==> config.mk <==
export PLATFORM = sky130hd
export DESIGN_NAME = pc_ctrl
export DESIGN_NICKNAME = d
export VERILOG_FILES = /design/src/rtl/cr16_pkg.sv /design/src/rtl/cond_eval.sv /design/src/rtl/pc_ctrl.sv
export SDC_FILE = /design/constraint.sdc
export NUM_CORES = 1
export LEC_CHECK = 0
export ABC_AREA = 0
export CAP_MARGIN = 20
export CORE_MARGIN = 4
export CORE_UTILIZATION = 25
export CTS_BUF_LIST = sky130_fd_sc_hd__clkbuf_4
export DETAILED_ROUTE_END_ITERATION = 8
export PLACE_DENSITY = 0.58
export REMOVE_ABC_BUFFERS = 1
export SYNTH_ARGS = -nofsm -noshare
export SYNTH_HDL_FRONTEND = slang
export SYNTH_SLANG_ARGS = --single-unit
==> constraint.sdc <==
create_clock -name I_CLK -period 1.6 [get_ports I_CLK]
set_input_delay 0.16 -clock I_CLK [delete_from_list [all_inputs] [get_ports I_CLK]]
set_output_delay 0.16 -clock I_CLK [all_outputs]
set_load 0.03 [all_outputs]
==> src/rtl/cr16_pkg.sv <==
// cr16_pkg: shared CR16 sequencer types, opcode/condition constants and flag bit positions.
package cr16_pkg;

    typedef enum logic [2:0] {S_FETCH, S_WAIT, S_DECODE, S_EXEC, S_UPDATE} state_t;

    localparam logic [3:0] OP_BCOND  = 4'hC;
    localparam logic [3:0] OP_JEXT   = 4'h4;
    localparam logic [3:0] EXT_JCOND = 4'hC;
    localparam logic [3:0] EXT_JAL   = 4'h8;

    localparam logic [3:0] CC_EQ = 4'h0;
    localparam logic [3:0] CC_NE = 4'h1;
    localparam logic [3:0] CC_CS = 4'h2;
    localparam logic [3:0] CC_CC = 4'h3;
    localparam logic [3:0] CC_HI = 4'h4;
    localparam logic [3:0] CC_LS = 4'h5;
    localparam logic [3:0] CC_GT = 4'h6;
    localparam logic [3:0] CC_LE = 4'h7;
    localparam logic [3:0] CC_FS = 4'h8;
    localparam logic [3:0] CC_FC = 4'h9;
    localparam logic [3:0] CC_LO = 4'hA;
    localparam logic [3:0] CC_HS = 4'hB;
    localparam logic [3:0] CC_LT = 4'hC;
    localparam logic [3:0] CC_GE = 4'hD;
    localparam logic [3:0] CC_UC = 4'hE;
    localparam logic [3:0] CC_NV = 4'hF;

    // I_FLAGS = {N, Z, F, L, C}
    localparam int FLAG_N = 4;
    localparam int FLAG_Z = 3;
    localparam int FLAG_F = 2;
    localparam int FLAG_L = 1;
    localparam int FLAG_C = 0;

    function automatic logic is_ctrl(input logic [15:0] w);
        return w[15:12] == OP_BCOND ||
               (w[15:12] == OP_JEXT && (w[7:4] == EXT_JCOND || w[7:4] == EXT_JAL));
    endfunction

endpackage

==> src/rtl/cond_eval.sv <==
// cond_eval: combinational CR16 condition-code evaluation against {N, Z, F, L, C}.
module cond_eval
    import cr16_pkg::*;
(
    input  logic [3:0] I_COND,
    input  logic [4:0] I_FLAGS,
    output logic       O_TAKEN
);

    logic [15:0] t;

    always_comb begin
        t        = '0;
        t[CC_EQ] = I_FLAGS[FLAG_Z];
        t[CC_NE] = !I_FLAGS[FLAG_Z];
        t[CC_CS] = I_FLAGS[FLAG_C];
        t[CC_CC] = !I_FLAGS[FLAG_C];
        t[CC_HI] = I_FLAGS[FLAG_L];
        t[CC_LS] = !I_FLAGS[FLAG_L];
        t[CC_GT] = I_FLAGS[FLAG_N];
        t[CC_LE] = !I_FLAGS[FLAG_N];
        t[CC_FS] = I_FLAGS[FLAG_F];
        t[CC_FC] = !I_FLAGS[FLAG_F];
        t[CC_LO] = !I_FLAGS[FLAG_L] && !I_FLAGS[FLAG_Z];
        t[CC_HS] = I_FLAGS[FLAG_L] || I_FLAGS[FLAG_Z];
        t[CC_LT] = !I_FLAGS[FLAG_N] && !I_FLAGS[FLAG_Z];
        t[CC_GE] = I_FLAGS[FLAG_N] || I_FLAGS[FLAG_Z];
        t[CC_UC] = 1'b1;
        t[CC_NV] = 1'b0;
    end

    assign O_TAKEN = t[I_COND];

endmodule

==> src/rtl/pc_ctrl.sv <==
// pc_ctrl: CR16 fetch/decode/update sequencer driving the program counter.
// Optional taken-branch counter enabled by defining PC_CTRL_TAKEN_COUNT_EN.
module pc_ctrl
    import cr16_pkg::*;
#(
    parameter int P_ADDRESS_WIDTH = 16,
    parameter int P_DATA_WIDTH    = 16
) (
    input  logic                       I_CLK,
    input  logic                       I_NRESET,
    input  logic [P_ADDRESS_WIDTH-1:0] I_PC,
    output logic                       O_PC_ENABLE,
    output logic [P_ADDRESS_WIDTH-1:0] O_PC_ADDRESS,
    output logic                       O_PC_ADDRESS_SELECT,
    output logic                       O_PC_ADDRESS_SELECT_INCREMENT,
    output logic                       O_PC_ADDRESS_SELECT_DISPLACE,
    output logic                       O_MEM_RE,
    output logic [P_ADDRESS_WIDTH-1:0] O_MEM_ADDRESS,
    input  logic                       I_MEM_VALID,
    input  logic [P_DATA_WIDTH-1:0]    I_MEM_DATA,
    input  logic [4:0]                 I_FLAGS,
    output logic [3:0]                 O_RTARGET_INDEX,
    input  logic [P_DATA_WIDTH-1:0]    I_RTARGET_DATA,
    output logic                       O_LINK_WE,
    output logic [3:0]                 O_LINK_INDEX,
    output logic [P_DATA_WIDTH-1:0]    O_LINK_DATA,
    output logic                       O_EXEC_START,
    output logic [P_DATA_WIDTH-1:0]    O_INSTRUCTION,
    input  logic                       I_EXEC_DONE,
    output logic [15:0]                O_TAKEN_COUNT
);

    state_t state, state_nxt;
    logic   is_bcond, is_jcond, is_jal, cond_taken, taken, mem_accept;

    assign is_bcond   = O_INSTRUCTION[15:12] == OP_BCOND;
    assign is_jcond   = O_INSTRUCTION[15:12] == OP_JEXT && O_INSTRUCTION[7:4] == EXT_JCOND;
    assign is_jal     = O_INSTRUCTION[15:12] == OP_JEXT && O_INSTRUCTION[7:4] == EXT_JAL;
    assign taken      = is_jal || ((is_bcond || is_jcond) && cond_taken);
    assign mem_accept = state == S_WAIT && I_MEM_VALID;

    assign O_PC_ADDRESS_SELECT_INCREMENT = 1'b0;

    cond_eval u_cond_eval (
        .I_COND  (O_INSTRUCTION[11:8]),
        .I_FLAGS (I_FLAGS),
        .O_TAKEN (cond_taken)
    );

    always_ff @(posedge I_CLK or negedge I_NRESET) begin
        if (!I_NRESET) state <= S_FETCH;
        else           state <= state_nxt;
    end

    always_comb begin
        state_nxt = state;
        case (state)
            S_FETCH:  state_nxt = S_WAIT;
            S_WAIT:   state_nxt = I_MEM_VALID ? S_DECODE : S_WAIT;
            S_DECODE: state_nxt = is_ctrl(O_INSTRUCTION[15:0]) ? S_UPDATE : S_EXEC;
            S_EXEC:   state_nxt = I_EXEC_DONE ? S_UPDATE : S_EXEC;
            default:  state_nxt = S_FETCH;
        endcase
    end

    // Start is launched while entering DECODE so a same-cycle done is never seen in EXEC.
    always_ff @(posedge I_CLK or negedge I_NRESET) begin
        if (!I_NRESET) begin
            O_PC_ENABLE                  <= 1'b0;
            O_PC_ADDRESS                 <= '0;
            O_PC_ADDRESS_SELECT          <= 1'b0;
            O_PC_ADDRESS_SELECT_DISPLACE <= 1'b0;
            O_MEM_RE                     <= 1'b0;
            O_MEM_ADDRESS                <= '0;
            O_RTARGET_INDEX              <= '0;
            O_LINK_WE                    <= 1'b0;
            O_LINK_INDEX                 <= '0;
            O_LINK_DATA                  <= '0;
            O_EXEC_START                 <= 1'b0;
            O_INSTRUCTION                <= '0;
        end else begin
            O_MEM_RE     <= state_nxt == S_WAIT;
            O_PC_ENABLE  <= state != S_UPDATE && state_nxt == S_UPDATE;
            O_EXEC_START <= mem_accept && !is_ctrl(I_MEM_DATA[15:0]);
            if (state == S_FETCH) O_MEM_ADDRESS <= I_PC;
            if (mem_accept) begin
                O_INSTRUCTION   <= I_MEM_DATA;
                O_RTARGET_INDEX <= I_MEM_DATA[3:0];
            end
            if (state == S_DECODE) begin
                O_PC_ADDRESS_SELECT          <= taken;
                O_PC_ADDRESS_SELECT_DISPLACE <= is_bcond && cond_taken;
                O_PC_ADDRESS                 <= is_bcond ? P_ADDRESS_WIDTH'($signed(O_INSTRUCTION[7:0]))
                                                         : P_ADDRESS_WIDTH'(I_RTARGET_DATA);
                O_LINK_WE                    <= is_jal;
                O_LINK_INDEX                 <= O_INSTRUCTION[11:8];
                O_LINK_DATA                  <= P_DATA_WIDTH'(I_PC + 1'b1);
            end else if (state == S_UPDATE) begin
                O_PC_ADDRESS_SELECT          <= 1'b0;
                O_PC_ADDRESS_SELECT_DISPLACE <= 1'b0;
                O_LINK_WE                    <= 1'b0;
            end
        end
    end

`ifdef PC_CTRL_TAKEN_COUNT_EN
    logic [15:0] taken_cnt;

    always_ff @(posedge I_CLK or negedge I_NRESET) begin
        if (!I_NRESET)
            taken_cnt <= '0;
        else if (state == S_UPDATE && O_PC_ADDRESS_SELECT && taken_cnt != 16'hFFFF)
            taken_cnt <= taken_cnt + 16'd1;
    end

    assign O_TAKEN_COUNT = taken_cnt;
`else
    assign O_TAKEN_COUNT = '0;
`endif

endmodule

== Word level (Yosys, flattened, before mapping) ==
Cells that the tools add are included.

* Bitwise logic cells: 0
* Muxes and demuxes: 11
* Div/mod/pow operators: 0
* Add/subtract/negate cells: 1
* Multiply operators: 0
* Equality and inequality tests: 15
* Shift-type cells: 0
* Order comparisons: 1
* Reductions and logical operators: 27

{| class="wikitable"
|+ Operators with widths
! kind !! number
|-
| 4-bit == test (second input constant) || 6
|-
| 16-bit by 1-bit adder with 16-bit output (second input constant) || 1
|-
| 16-bit 2-to-1 mux || 1
|-
| 3-bit one-hot mux with 4 select lines || 1
|-
| 1-bit logical AND || 11
|-
| 4-bit by 3-bit == test with 1-bit output (second input constant) || 2
|-
| 1-bit logical OR || 8
|-
| 3-bit by 1-bit == test with 1-bit output (second input constant) || 2
|-
| 3-bit by 2-bit == test with 1-bit output (second input constant) || 2
|-
| 3-bit == test (second input constant) || 2
|-
| 1-bit zero test || 6
|-
| 3-bit 2-to-1 mux || 2
|-
| 4-bit by 5-bit < comparator with 1-bit output (second input constant) || 1
|-
| 1-bit 2-to-1 mux || 5
|-
| 1-bit binary-select mux with 4-bit select || 1
|-
| 3-bit zero test || 1
|-
| 3-bit inequality test (second input constant) || 1
|-
| 2-bit 2-to-1 mux || 1
|-
| 2-bit nonzero test || 1
|}

* Output and inout port bits: 95
* Input port bits: 57
* Memories kept: 0
* Logic and storage cells: 68
* Bits in latches: 0
* Memory bits (read-only): 0
* RAM bits: 0
* Flip-flop bits (word level): 81

== Depth between registers and ports, before layout ==
Gate-level depths: netlist of run 1.

* Depth in word-level cells: 8
* Gate-level depth with buffers: 7
* Depth with buffers taken out: 6

== Hierarchy ==
Synthesis of run 1 repeated with hierarchy kept, for this count alone.

* Cells, all modules: 316
* Area total of the unflattened synthesis: 3601.0 sq um

{| class="wikitable"
|+ By module, submodules not included
! module !! instances !! seq. area each (sq um) !! area each (sq um) !! cells each
|-
| pc_ctrl || 1 || 1926.8 || 3525.9 || 306
|-
| cond_eval || 1 || 0.0 || 75.1 || 10
|}

== Worst setup path after synthesis of run 1 ==
Ideal clock, no wire load.

* Path type: reg-to-reg
* Start point: register O_INSTRUCTION[14]
* End point: register O_PC_ADDRESS[10]
* Cell stages (with the launch flop): 6
* Arrival time: 1569 ps
* Period minus slack after synthesis: 1702 ps
* Setup time: 133 ps
* Setup slack: -102 ps
* Buffers on the path: 1
* Data required time: 1467 ps
* Cell sequence: dfrtp_1 -> nor3b_2 -> nand2_1 -> clkbuf_1 -> a21oi_1 -> o21ai_0

* Cells in the longest elaborated chain, start to end: 2

{| class="wikitable"
|+ Ends and longest elaborated chain
! item !! RTL line !! RTL
|-
| start: declaration || pc_ctrl.sv:28 || <nowiki>output logic [P_DATA_WIDTH-1:0] O_INSTRUCTION,</nowiki>
|-
| start signal: assignment || pc_ctrl.sv:80 || <nowiki>O_INSTRUCTION <= '0;</nowiki>
|-
| start signal: assignment || pc_ctrl.sv:87 || <nowiki>O_INSTRUCTION <= I_MEM_DATA;</nowiki>
|-
| 4-bit == test || pc_ctrl.sv:36 || <nowiki>assign is_bcond = O_INSTRUCTION[15:12] == OP_BCOND;</nowiki>
|-
| 16-bit 2-to-1 mux || pc_ctrl.sv:93 || <nowiki>O_PC_ADDRESS <= is_bcond ? P_ADDRESS_WIDTH'($signed(O_INSTRUCTION[7:0]))</nowiki>
|-
| end signal: assignment || pc_ctrl.sv:93 ||
|-
| end: declaration || pc_ctrl.sv:13 || <nowiki>output logic [P_ADDRESS_WIDTH-1:0] O_PC_ADDRESS,</nowiki>
|}

No other way between the ends.
A chain may end at the register's enable or synchronous reset.

== Worst setup path in the final report of run 1 ==
* Start point: register O_INSTRUCTION[11]
* End point: register O_PC_ADDRESS_SELECT

* Cells in the longest elaborated chain, start to end: 5

{| class="wikitable"
|+ Ends and longest elaborated chain
! item !! RTL line !! RTL
|-
| 1-bit binary-select mux with 4-bit select || cond_eval.sv:32 || <nowiki>assign O_TAKEN = t[I_COND];</nowiki>
|-
| 1-bit 2-to-1 mux (implied by the code) || cond_eval.sv:32 ||
|-
| 1-bit logical AND || pc_ctrl.sv:39 || <nowiki>assign taken = is_jal || ((is_bcond || is_jcond) && cond_taken);</nowiki>
|-
| 1-bit logical OR || pc_ctrl.sv:39 ||
|-
| 1-bit 2-to-1 mux || pc_ctrl.sv:90 || <nowiki>if (state == S_DECODE) begin</nowiki>
|-
| end signal: assignment || pc_ctrl.sv:91 || <nowiki>O_PC_ADDRESS_SELECT <= taken;</nowiki>
|-
| end: declaration || pc_ctrl.sv:14 || <nowiki>output logic O_PC_ADDRESS_SELECT,</nowiki>
|}

No other way between the ends. The select of a mux whose other input is x is not followed.

==> results of run 1 <==
## synthesized netlist by cell type (2+ instances only)
| cell | count | area share (%) |
|---|---|---|
| a21oi_1 | 15 | 2.1 |
| xor2_1 | 9 | 2.2 |
| inv_1 | 5 | 0.53 |
| o31ai_1 | 2 | 0.42 |
| buf_2 | 7 | 0.99 |
| nor2_1 | 14 | 1.5 |
| nand4_1 | 2 | 0.35 |
| nand2_1 | 49 | 5.2 |
| dfrtp_1 | 77 | 54 |
| and3_1 | 3 | 0.53 |
| nand2b_1 | 2 | 0.35 |
| mux2i_1 | 9 | 2.5 |
| o21ai_0 | 37 | 5.2 |
| buf_4 | 24 | 5.1 |
| clkbuf_1 | 4 | 0.42 |
| xnor2_1 | 6 | 1.5 |
| mux2_2 | 32 | 10 |
| o22ai_1 | 2 | 0.35 |
| nor3_2 | 2 | 0.56 |
| nand3_1 | 9 | 1.3 |
| a211oi_1 | 2 | 0.42 |
## registers in the layout, indices dropped and copies added, names as in the netlist
signal                        flops
O_PC_ADDRESS                     16
O_PC_ADDRESS_SELECT               1
O_RTARGET_INDEX                   3
O_MEM_RE                          1
O_INSTRUCTION                    13
O_PC_ADDRESS_SELECT_DISPLACE      1
O_LINK_WE                         1
O_EXEC_START                      1
O_LINK_DATA                      16
O_LINK_INDEX                      4
O_MEM_ADDRESS                    16
state                             3
O_PC_ENABLE                       1
## worst max-delay path, delay by kind of cell, from the launching register on
family / cells / cell delay [ns]
compound gates: 3 / 0.59
simple gates: 2 / 0.41
flops: 1 / 0.47
## layout make-up
cell class / count / area share [%]
flip-flops and latches: 77 / 36.3
repair buffers: 167 / 29.4
multi-input cells: 227 / 27.3
well taps: 180 / 4.23
clock buffers: 10 / 1.41
clock inverters: 6 / 1.01
inverters: 5 / 0.353
diodes: 1 / 0.0470
## path summary, 6_finish.rpt
| check | start | end | slack (ns) | depth (start not counted) |
|---|---|---|---|---|
| max | O_INSTRUCTION[11] | O_PC_ADDRESS_SELECT | 0.08 | 5 |
| min | I_NRESET | O_MEM_ADDRESS[15] | 0.16 | 2 |
| max reg2reg | O_INSTRUCTION[11] | O_PC_ADDRESS_SELECT | 0.08 | 5 |
| min reg2reg | O_LINK_DATA[15] | O_LINK_DATA[15] | 0.48 | 2 |
| max in group asynchronous | I_NRESET | state[1] | 0.97 | 3 |
| min in group I_CLK | I_MEM_DATA[8] | O_INSTRUCTION[8] | 0.28 | 3 |
## what timing repair did
action | 4_1_cts | 5_1_grt
hold buffers | 1 | 0
resized for setup | 80 | 10
buffers inserted | 0 | 1
gates cloned | 0 | 0
endpoints found under the hold margin | 77 | 0
endpoints found under the setup margin | 90 | 15
## logic make-up (layout without fill, tap and decap cells)
family                   count (synthesis)  in the layout
buffers and inverters                   40            188
AO/OA/AOI/OAI                           63             63
multiplexers                            41             41
adder cells (fa/ha/maj)                  1              1
other                                    1             18
flip-flops                              77             77
XOR/XNOR                                15             15
AND/OR/NAND/NOR                         90             90
## where the power goes
part | switching, mW | internal, mW
logic | 3.63 | 2.28
registers | 0.646 | 2.92
clock network | 0.695 | 0.479
total | 4.97 | 5.68
## per-layer routing
| metal | routed length (um) | global-route usage (%) | part of all wire [%] | vias up |
|---|---|---|---|---|
| met5 | 0 | 0 | 0 | - |
| met4 | 92 | 4.23 | 0.95 | 0 |
| met3 | 579 | 3.93 | 6.0 | 7 |
| met2 | 4740 | 20.1 | 49 | 90 |
| met1 | 4290 | 15.6 | 44 | 1371 |
| li1 | - | - | - | 1417 |
## per-stage QoR
stage | hold WS (ns) | power (mW) | instance area [um^2]
global placement | 0.0880 | 10.2 | 5260
detailed placement | 0.0915 | 10.3 | 5260
floorplan | -0.136 | 7.19 | 3380
global route | 0.129 | 11.4 | 5320
CTS | 0.113 | 10.8 | 5300
finish | 0.157 | 10.7 | 5320
==> results.ini, run 1 <==
[global_routing]
antenna_found_initial = 1
grt_usage_pct = 12.4
gr-total-overflow = 0
grt_pass1_vias = 2974
grt_max_degree = 51
grt_pass1_wl_um = 15600

[detailed_routing]
drc = 0
drtAntennaViolNets = 0
routed_wl_um = 9710
routedWlPerCell_um = 14.4
num_vias = 2885
viasPerCell = 4.29
drtPass1Iterations = 4
drt_iter0_drc = 83

[yosys]
synth_compound_area_share_pct = 9.79
synth_top_family_by_area = multiplexers
ys_warn_count = 0
synthAdderAreaFrac_pct = 0.352
synth_seq_cells = 77
syn_area_mm2 = 0.00355
synth.avg_cell_area_um2 = 10.8
synth.area.mux_share_pct = 12.7
synth_cell_types = 37
synth_xor_area_share_pct = 3.70
synth_ff_type = dfrtp_1
syn_inst = 328
ys_seq_area_share_pct = 54.2
async_reset_ff_share_pct = 100
synth-edff-count = 0
synth_simple_gate_area_share_pct = 12.1

[finish]
fill_cells = 1420
fin_cells = 673
layout_common_cells = dlygate4sd2_1, dfrtp_1, clkdlybuf4s50_1
final_common_cell = dlygate4sd2_1
multi_input_area_mm2 = 0.00145
synthToLayoutAreaGrowth_pct = 49.8
layout.area.seq_mm2 = 0.00193
nNetsFinal = 545
finish.utilization_pct = 38.4
drive_gt1_share_pct = 19.3

[place]
gp_congestion = 0.782
place_ws_ns = -0.134
dp.cells = 654
portBuffers = 134
dpl.hpwl_um = 7350

[critical_path]
crit_slowest_cell = dfrtp_2
criticalPathCategory = reg -> reg
crit_path_cell_trace = o211ai_1, o31ai_1, a221o_1, or3_4, nand3_2
critPathLaunchType = register
worstPathMaxFanout = 8
worstPathArrival_ns = 1.91
worstSetupEndpointType = register
cpPeakStageDelay_ns = 0.47
crit_required_ns = 1.98

[hold_path]
hold_class = in -> async

[sta]
max_freq_mhz = 656
fin_tns_setup_ns = 0
fin_ws_ns = 0.0751
hold_viol = 0
setup_viol = 0
rsz0062_at_grt = yes
period_minus_slack_ns = 1.52
skew_ns = 0.00785
slew_viol_final = 0
finalCritPeriodShare_pct = 95.3

[floorplanning]
rows = 43
start_util_pct = 25.6
design.die.area_mm2 = 0.0162
pin_count = 152
die_h_um = 127
die_w_um = 127
core_area_mm2 = 0.0139

[run]
maxCapViolations = 0

[cts]
clockRootBuffer = clkbuf_4
cts_tree = built
cts.sink_count = 77
htreeDepth = 3
path_clk_slew_ns = 0.12
cts.path.max_buffers = 2
numCtsBuffers = 9
clock_latency_ns = 0.44

[status]
outcome = complete, no violations

[pwr]
powerDensity_mw_per_mm2 = 2000
ir_drop_mv = 0.647
p_leak_nw = 2.48

Power figures use the tool's default switching activity.
==> run 2: changes to the inputs <==
==> constraint.sdc (replaced) <==
create_clock -name I_CLK -period 1.6 [get_ports I_CLK]
set_input_delay 0.4 -clock I_CLK [delete_from_list [all_inputs] [get_ports I_CLK]]
set_output_delay 0.4 -clock I_CLK [all_outputs]
set_load 0.03 [all_outputs]
==> results.ini, run 2 (same netlist as run 1, synthesis figures left out) <==
[cts]
numCtsBuffers = 9  ; unchanged
cts_tree = built  ; unchanged
htreeDepth = 3  ; unchanged
path_clk_slew_ns = 0.11  ; was 0.12 ns
clock_latency_ns = 0.43  ; was 0.44 ns
cts_setup_buffers = 0  ; unchanged
cts.sink_count = 77  ; unchanged
cts.path.max_buffers = 2  ; unchanged
clockRootBuffer = clkbuf_4  ; unchanged

[critical_path]
critical_path_depth = 4  ; was 5
critPathLaunchType = register  ; unchanged
crit_slowest_cell = dfrtp_1  ; was dfrtp_2
cpPeakStageDelay_ns = 0.41  ; was 0.47 ns
critPathTopFamily = flip-flops  ; was compound AO/OA/AOI/OAI gates
worstSetupEndpointType = register  ; unchanged
crit_required_ns = 1.92  ; was 1.98 ns
worstPathMaxFanout = 14  ; was 8
crit_path_cell_trace = buf_4, nor3_2, buf_12, mux2_2  ; was o211ai_1, o31ai_1, a221o_1, or3_4, nand3_2
r2r_cells = 4  ; was 5
crit_buf_inv = 2  ; was 0
criticalPathCategory = reg -> reg  ; unchanged
worstPathArrival_ns = 1.87  ; was 1.91 ns

[finish]
multi_input_area_mm2 = 0.00145  ; unchanged
drive_gt1_share_pct = 35.7  ; was 19.3%
fin_cells = 678  ; was 673
synthToLayoutAreaGrowth_pct = 44.9  ; was 49.8%
reg_top3 = O_LINK_DATA x16, O_MEM_ADDRESS x16, O_PC_ADDRESS x16  ; unchanged
fill_cells = 1441  ; was 1420
layout.area.seq_mm2 = 0.00193  ; unchanged
finish.utilization_pct = 37.1  ; was 38.4%
nNetsFinal = 553  ; was 545
final_area_mm2 = 0.00515  ; was 0.00532 mm^2
final_common_cell = dfrtp_1  ; was dlygate4sd2_1
diodes = 0  ; was 1
layout_common_cells = dfrtp_1, buf_2, clkdlybuf4s50_1  ; was dlygate4sd2_1, dfrtp_1, clkdlybuf4s50_1

[sta]
fin_tns_setup_ns = 0  ; unchanged
slew_viol_final = 0  ; unchanged
period_minus_slack_ns = 1.55  ; was 1.52 ns
rsz0062_at_grt = yes  ; unchanged
hold_viol = 0  ; unchanged
finalCritPeriodShare_pct = 96.8  ; was 95.3%
setup_viol = 0  ; unchanged
max_freq_mhz = 645  ; was 656 MHz
skew_ns = 0.0117  ; was 0.00785 ns

[global_routing]
grt_pass1_vias = 2980  ; was 2974
grt_max_degree = 51  ; unchanged
grt_pass1_wl_um = 15800  ; was 15600 um
grt_usage_pct = 12.4  ; about the same
gr-total-overflow = 0  ; unchanged
antenna_found_initial = 0  ; was 1

[detailed_routing]
routedWlPerCell_um = 14.5  ; was 14.4 um
drc = 0  ; unchanged
drtAntennaViolNets = 0  ; unchanged
num_vias = 2917  ; was 2885
routed_wl_um = 9800  ; was 9710 um
drt_iter0_drc = 72  ; was 83
drtPass1Iterations = 6  ; was 4
viasPerCell = 4.30  ; was 4.29

[place]
dp.cells = 663  ; was 654
dpl.hpwl_um = 7400  ; was 7350 um
gp_congestion = 0.774  ; was 0.782
placed_area_mm2 = 0.00533  ; was 0.00526 mm^2
portBuffers = 134  ; unchanged

[pwr]
total_power_mw = 10.4  ; was 10.7 mW
powerDensity_mw_per_mm2 = 2020  ; was 2000 mW/mm^2
p_leak_nw = 2.38  ; was 2.48 nW
ir_drop_mv = 0.824  ; was 0.647 mV

[floorplanning]
die_w_um = 127  ; unchanged
pin_count = 152  ; unchanged
start_util_pct = 25.6  ; unchanged
design.die.area_mm2 = 0.0162  ; unchanged
rows = 43  ; unchanged
die_h_um = 127  ; unchanged
core_area_mm2 = 0.0139  ; unchanged

[status]
outcome = complete, no violations  ; unchanged

[run]
maxCapViolations = 0  ; unchanged

[hold_path]
hold_class = in -> async  ; unchanged

run 2: path summary, 6_finish.rpt:
check / end / slack, ns / from
max: O_INSTRUCTION[5] / 0.05 / state[2]
min: O_MEM_ADDRESS[13] / 0.44 / I_NRESET
max reg2reg: O_INSTRUCTION[5] / 0.05 / state[2]
min reg2reg: O_PC_ADDRESS[13] / 0.49 / O_PC_ADDRESS[13]
max in group asynchronous: O_INSTRUCTION[15] / 0.60 / I_NRESET
min in group I_CLK: O_PC_ADDRESS[13] / 0.49 / O_PC_ADDRESS[13]
run 2: layout make-up:
type	instances	share of cell area (%)
clock buffer	10	1.46
clock inverter	4	0.340
timing repair buffer	175	27.7
tap	180	4.37
multi-input combinational	227	28.2
sequential	77	37.5
inverter	5	0.364
run 2: report_power, final:
group          internal (mW)  total (mW)  switching, mW
clock network          0.306       0.960          0.654
registers               2.92        3.57          0.654
logic                   2.22        5.88           3.66
run 2: timing repair:
item | 4_1_cts | 5_1_grt
pin swaps | 0 | 1
hold buffers | 1 | 0
endpoints found under the setup margin | 77 | 60
gates resized for setup | 257 | 112
hold endpoints to repair | 30 | 0
run 2: metrics by stage:
stage	hold slack (ns)	setup slack, ns
floorplan	0.104	-0.265
global placement	0.383	-0.330
detailed placement	0.375	-0.381
CTS	0.412	-0.0496
global route	0.434	-0.00995
finish	0.438	0.0506
run 2: routing by layer:
metal | GRT usage, % | vias up | wire [um]
li1 | - | 1420 | -
met2 | 20.3 | 94 | 4850
met5 | 0 | - | 0
met4 | 4.92 | 0 | 176
met1 | 15.4 | 1391 | 4170
met3 | 3.85 | 12 | 596
==> run 3: changes to the inputs <==
- CORE_UTILIZATION: 25 -> 40
- PLACE_DENSITY: 0.58 -> 0.83
==> results.ini, run 3 (same netlist as run 1, synthesis figures left out) <==
[global_routing]
antenna_found_initial = 0  ; unchanged
grt_pass1_wl_um = 14900  ; was 15800 um
grt_usage_pct = 18.2  ; was 12.4%
grt_pass1_vias = 2957  ; was 2980
grt_max_degree = 78  ; was 51
gr-total-overflow = 0  ; unchanged

[cts]
cts.sink_count = 77  ; unchanged
numCtsBuffers = 9  ; unchanged
cts.path.max_buffers = 2  ; unchanged
path_clk_slew_ns = 0.12  ; was 0.11 ns
clock_latency_ns = 0.42  ; was 0.43 ns
htreeDepth = 3  ; unchanged
clockRootBuffer = clkbuf_4  ; unchanged
cts_tree = built  ; unchanged

[place]
gp_congestion = 0.813  ; was 0.774
placed_area_mm2 = 0.00521  ; was 0.00533 mm^2
dpl.hpwl_um = 7150  ; was 7400 um
portBuffers = 134  ; unchanged

[critical_path]
r2r-start = O_INSTRUCTION[10]  ; was state[2]
r2r_end = O_PC_ADDRESS_SELECT  ; was O_INSTRUCTION[5]
worstSetupEndpointType = register  ; unchanged
startpoint = O_INSTRUCTION[10]  ; was state[2]
criticalPathCategory = reg -> reg  ; unchanged
crit_slowest_cell = dfrtp_2  ; was dfrtp_1
cpPeakStageDelay_ns = 0.46  ; was 0.41 ns
r2r_cells = 5  ; was 4
critPathLaunchType = register  ; unchanged
crit_required_ns = 1.96  ; was 1.92 ns
worstPathArrival_ns = 1.96  ; was 1.87 ns
reg2reg_slack_ns = 0.003  ; was 0.05 ns
worstPathMaxFanout = 7  ; was 14
endpoint = O_PC_ADDRESS_SELECT  ; was O_INSTRUCTION[5]
crit_path_cell_trace = mux2i_2, o21ai_1, a221o_1, or3_1, nand3_1  ; was buf_4, nor3_2, buf_12, mux2_2

[pwr]
powerDensity_mw_per_mm2 = 2150  ; was 2020 mW/mm^2
p_leak_nw = 2.44  ; was 2.38 nW
p_comb_share_pct = 53.3  ; was 56.5%
internal-power_mw = 6.25  ; was 5.45 mW
seqPwrFrac_pct = 31.9  ; was 34.3%
p_clk_share_pct = 14.8  ; was 9.2%
ir_drop_mv = 0.938  ; was 0.824 mV
p_sw_mw = 5.03  ; was 4.97 mW
sw_frac_of_total_pct = 44.6  ; was 47.7%

[finish]
layout_common_cells = dfrtp_1, clkdlybuf4s50_1, nand2_1  ; was dfrtp_1, buf_2, clkdlybuf4s50_1
diodes = 0  ; unchanged
nNetsFinal = 551  ; was 553
drive_gt1_share_pct = 34.1  ; was 35.7%
finish.utilization_pct = 60.5  ; was 37.1%
synthToLayoutAreaGrowth_pct = 47.6  ; was 44.9%
final_common_cell = dfrtp_1  ; unchanged
reg_top3 = O_LINK_DATA x16, O_MEM_ADDRESS x16, O_PC_ADDRESS x16  ; unchanged
final_area_mm2 = 0.00525  ; was 0.00515 mm^2

[detailed_routing]
drc = 0  ; unchanged
drtAntennaViolNets = 0  ; unchanged
routed_wl_um = 9370  ; was 9800 um
viasPerCell = 4.83  ; was 4.30
num_vias = 2929  ; was 2917
drtPass1Iterations = 4  ; was 6
drt_iter0_drc = 72  ; unchanged
routedWlPerCell_um = 15.5  ; was 14.5 um

[sta]
finalCritPeriodShare_pct = 99.8  ; was 96.8%
rsz0062_at_grt = yes  ; unchanged
hold_viol = 0  ; unchanged
period_minus_slack_ns = 1.60  ; was 1.55 ns
skew_ns = 0.0195  ; was 0.0117 ns
setup_viol = 0  ; unchanged
slew_viol_final = 0  ; unchanged
max_freq_mhz = 626  ; was 645 MHz

[floorplanning]
design.die.area_mm2 = 0.0105  ; was 0.0162 mm^2
start_util_pct = 40.9  ; was 25.6%
core_area_mm2 = 0.00868  ; was 0.0139 mm^2
die_w_um = 102  ; was 127 um
die_h_um = 102  ; was 127 um
pin_count = 152  ; unchanged
rows = 34  ; was 43

[status]
outcome = complete, no violations  ; unchanged

[hold_path]
hold_class = in -> reg  ; was in -> async

[run]
maxCapViolations = 0  ; unchanged

==> run 3: cell count changes in the layout (fill, tap and decap cells not counted), moves of 4 or more <==
| cell | before | now |
|---|---|---|
| clkdlybuf4s15_2 | 12 | 20 |
| buf_2 | 63 | 9 |
| buf_4 | 37 | 33 |
| clkdlybuf4s15_1 | 0 | 8 |
| bufinv_16 | 0 | 4 |
| clkbuf_2 | 0 | 40 |
==> run 3: area by class of cell <==
| cell class | count | area (um^2) |
|---|---|---|
| Clock buffer | 12 | 90.1 |
| Tap cell | 108 | 135 |
| Inverter | 5 | 18.8 |
| Timing Repair Buffer | 173 | 1490 |
| Clock inverter | 4 | 120 |
| Multi-Input combinational cell | 227 | 1460 |
| Sequential cell | 77 | 1930 |
| Fill cell | 737 | 3430 |
==> run 3: worst min-delay path by stage <==
stage,from,endpoint,cells after the start
final,I_PC[0],O_LINK_DATA[0],3
after global routing,I_PC[0],O_LINK_DATA[0],3
after CTS,O_LINK_DATA[11],O_LINK_DATA[11],2
after detailed placement,I_NRESET,O_PC_ADDRESS[15],2
after global placement,I_NRESET,O_PC_ADDRESS[10],2
after floorplan,I_NRESET,O_EXEC_START,0
==> run 3: routing by layer <==
metal | part of all wire (%) | track usage (%) | wire (um) | vias to the layer above
met5 | 0 | 0 | 0 | -
met4 | 0.91 | 4.84 | 85 | 0
met3 | 9.9 | 5.67 | 928 | 13
met2 | 49 | 30.9 | 4620 | 132
met1 | 40 | 22.6 | 3740 | 1364
li1 | - | - | - | 1420
==> run 3: metrics by stage <==
| step | setup TNS, ns | cells | hold WS, ns | setup slack (ns) | power (mW) |
|---|---|---|---|---|---|
| 2_1_floorplan | -7.68 | 309 | 0.104 | -0.265 | 7.19 |
| 3_3_place_gp | -8.00 | 588 | 0.451 | -0.318 | 10.2 |
| 3_5_place_dp | -9.34 | 588 | 0.459 | -0.420 | 10.4 |
| 4_1_cts | -0.0184 | 606 | 0.501 | -0.0184 | 11.6 |
| 5_1_grt | -0.228 | 606 | 0.423 | -0.110 | 12.0 |
| 6_report | 0 | 606 | 0.405 | 0.00258 | 11.3 |
==> run 3: power groups by stage <==
stage / Clock (mW) / Combinational [mW] / Sequential (mW)
2_1_floorplan: 0 / 1.67 / 5.52
3_3_place_gp: 0 / 6.61 / 3.56
3_5_place_dp: 0 / 6.72 / 3.63
4_1_cts: 1.70 / 6.35 / 3.60
5_1_grt: 1.79 / 6.48 / 3.74
6_report: 1.66 / 6.01 / 3.60
==> run 3: worst max-delay path: cells and delay by family (launching register included) <==
family	cells	cell delay, ns
AO/OA/AOI/OAI	2	0.44
AND/OR/NAND/NOR	2	0.40
flip-flops	1	0.46
multiplexers	1	0.24
==> run 3: what timing repair did <==
action | in CTS | in global routing
setup buffers | 1 | 0
hold buffers | 1 | 0
endpoints found under the setup margin | 83 | 79
pin swaps | 0 | 3
endpoints found under the hold margin | 24 | 0
gates resized for setup | 184 | 75
gates cloned | 0 | 0
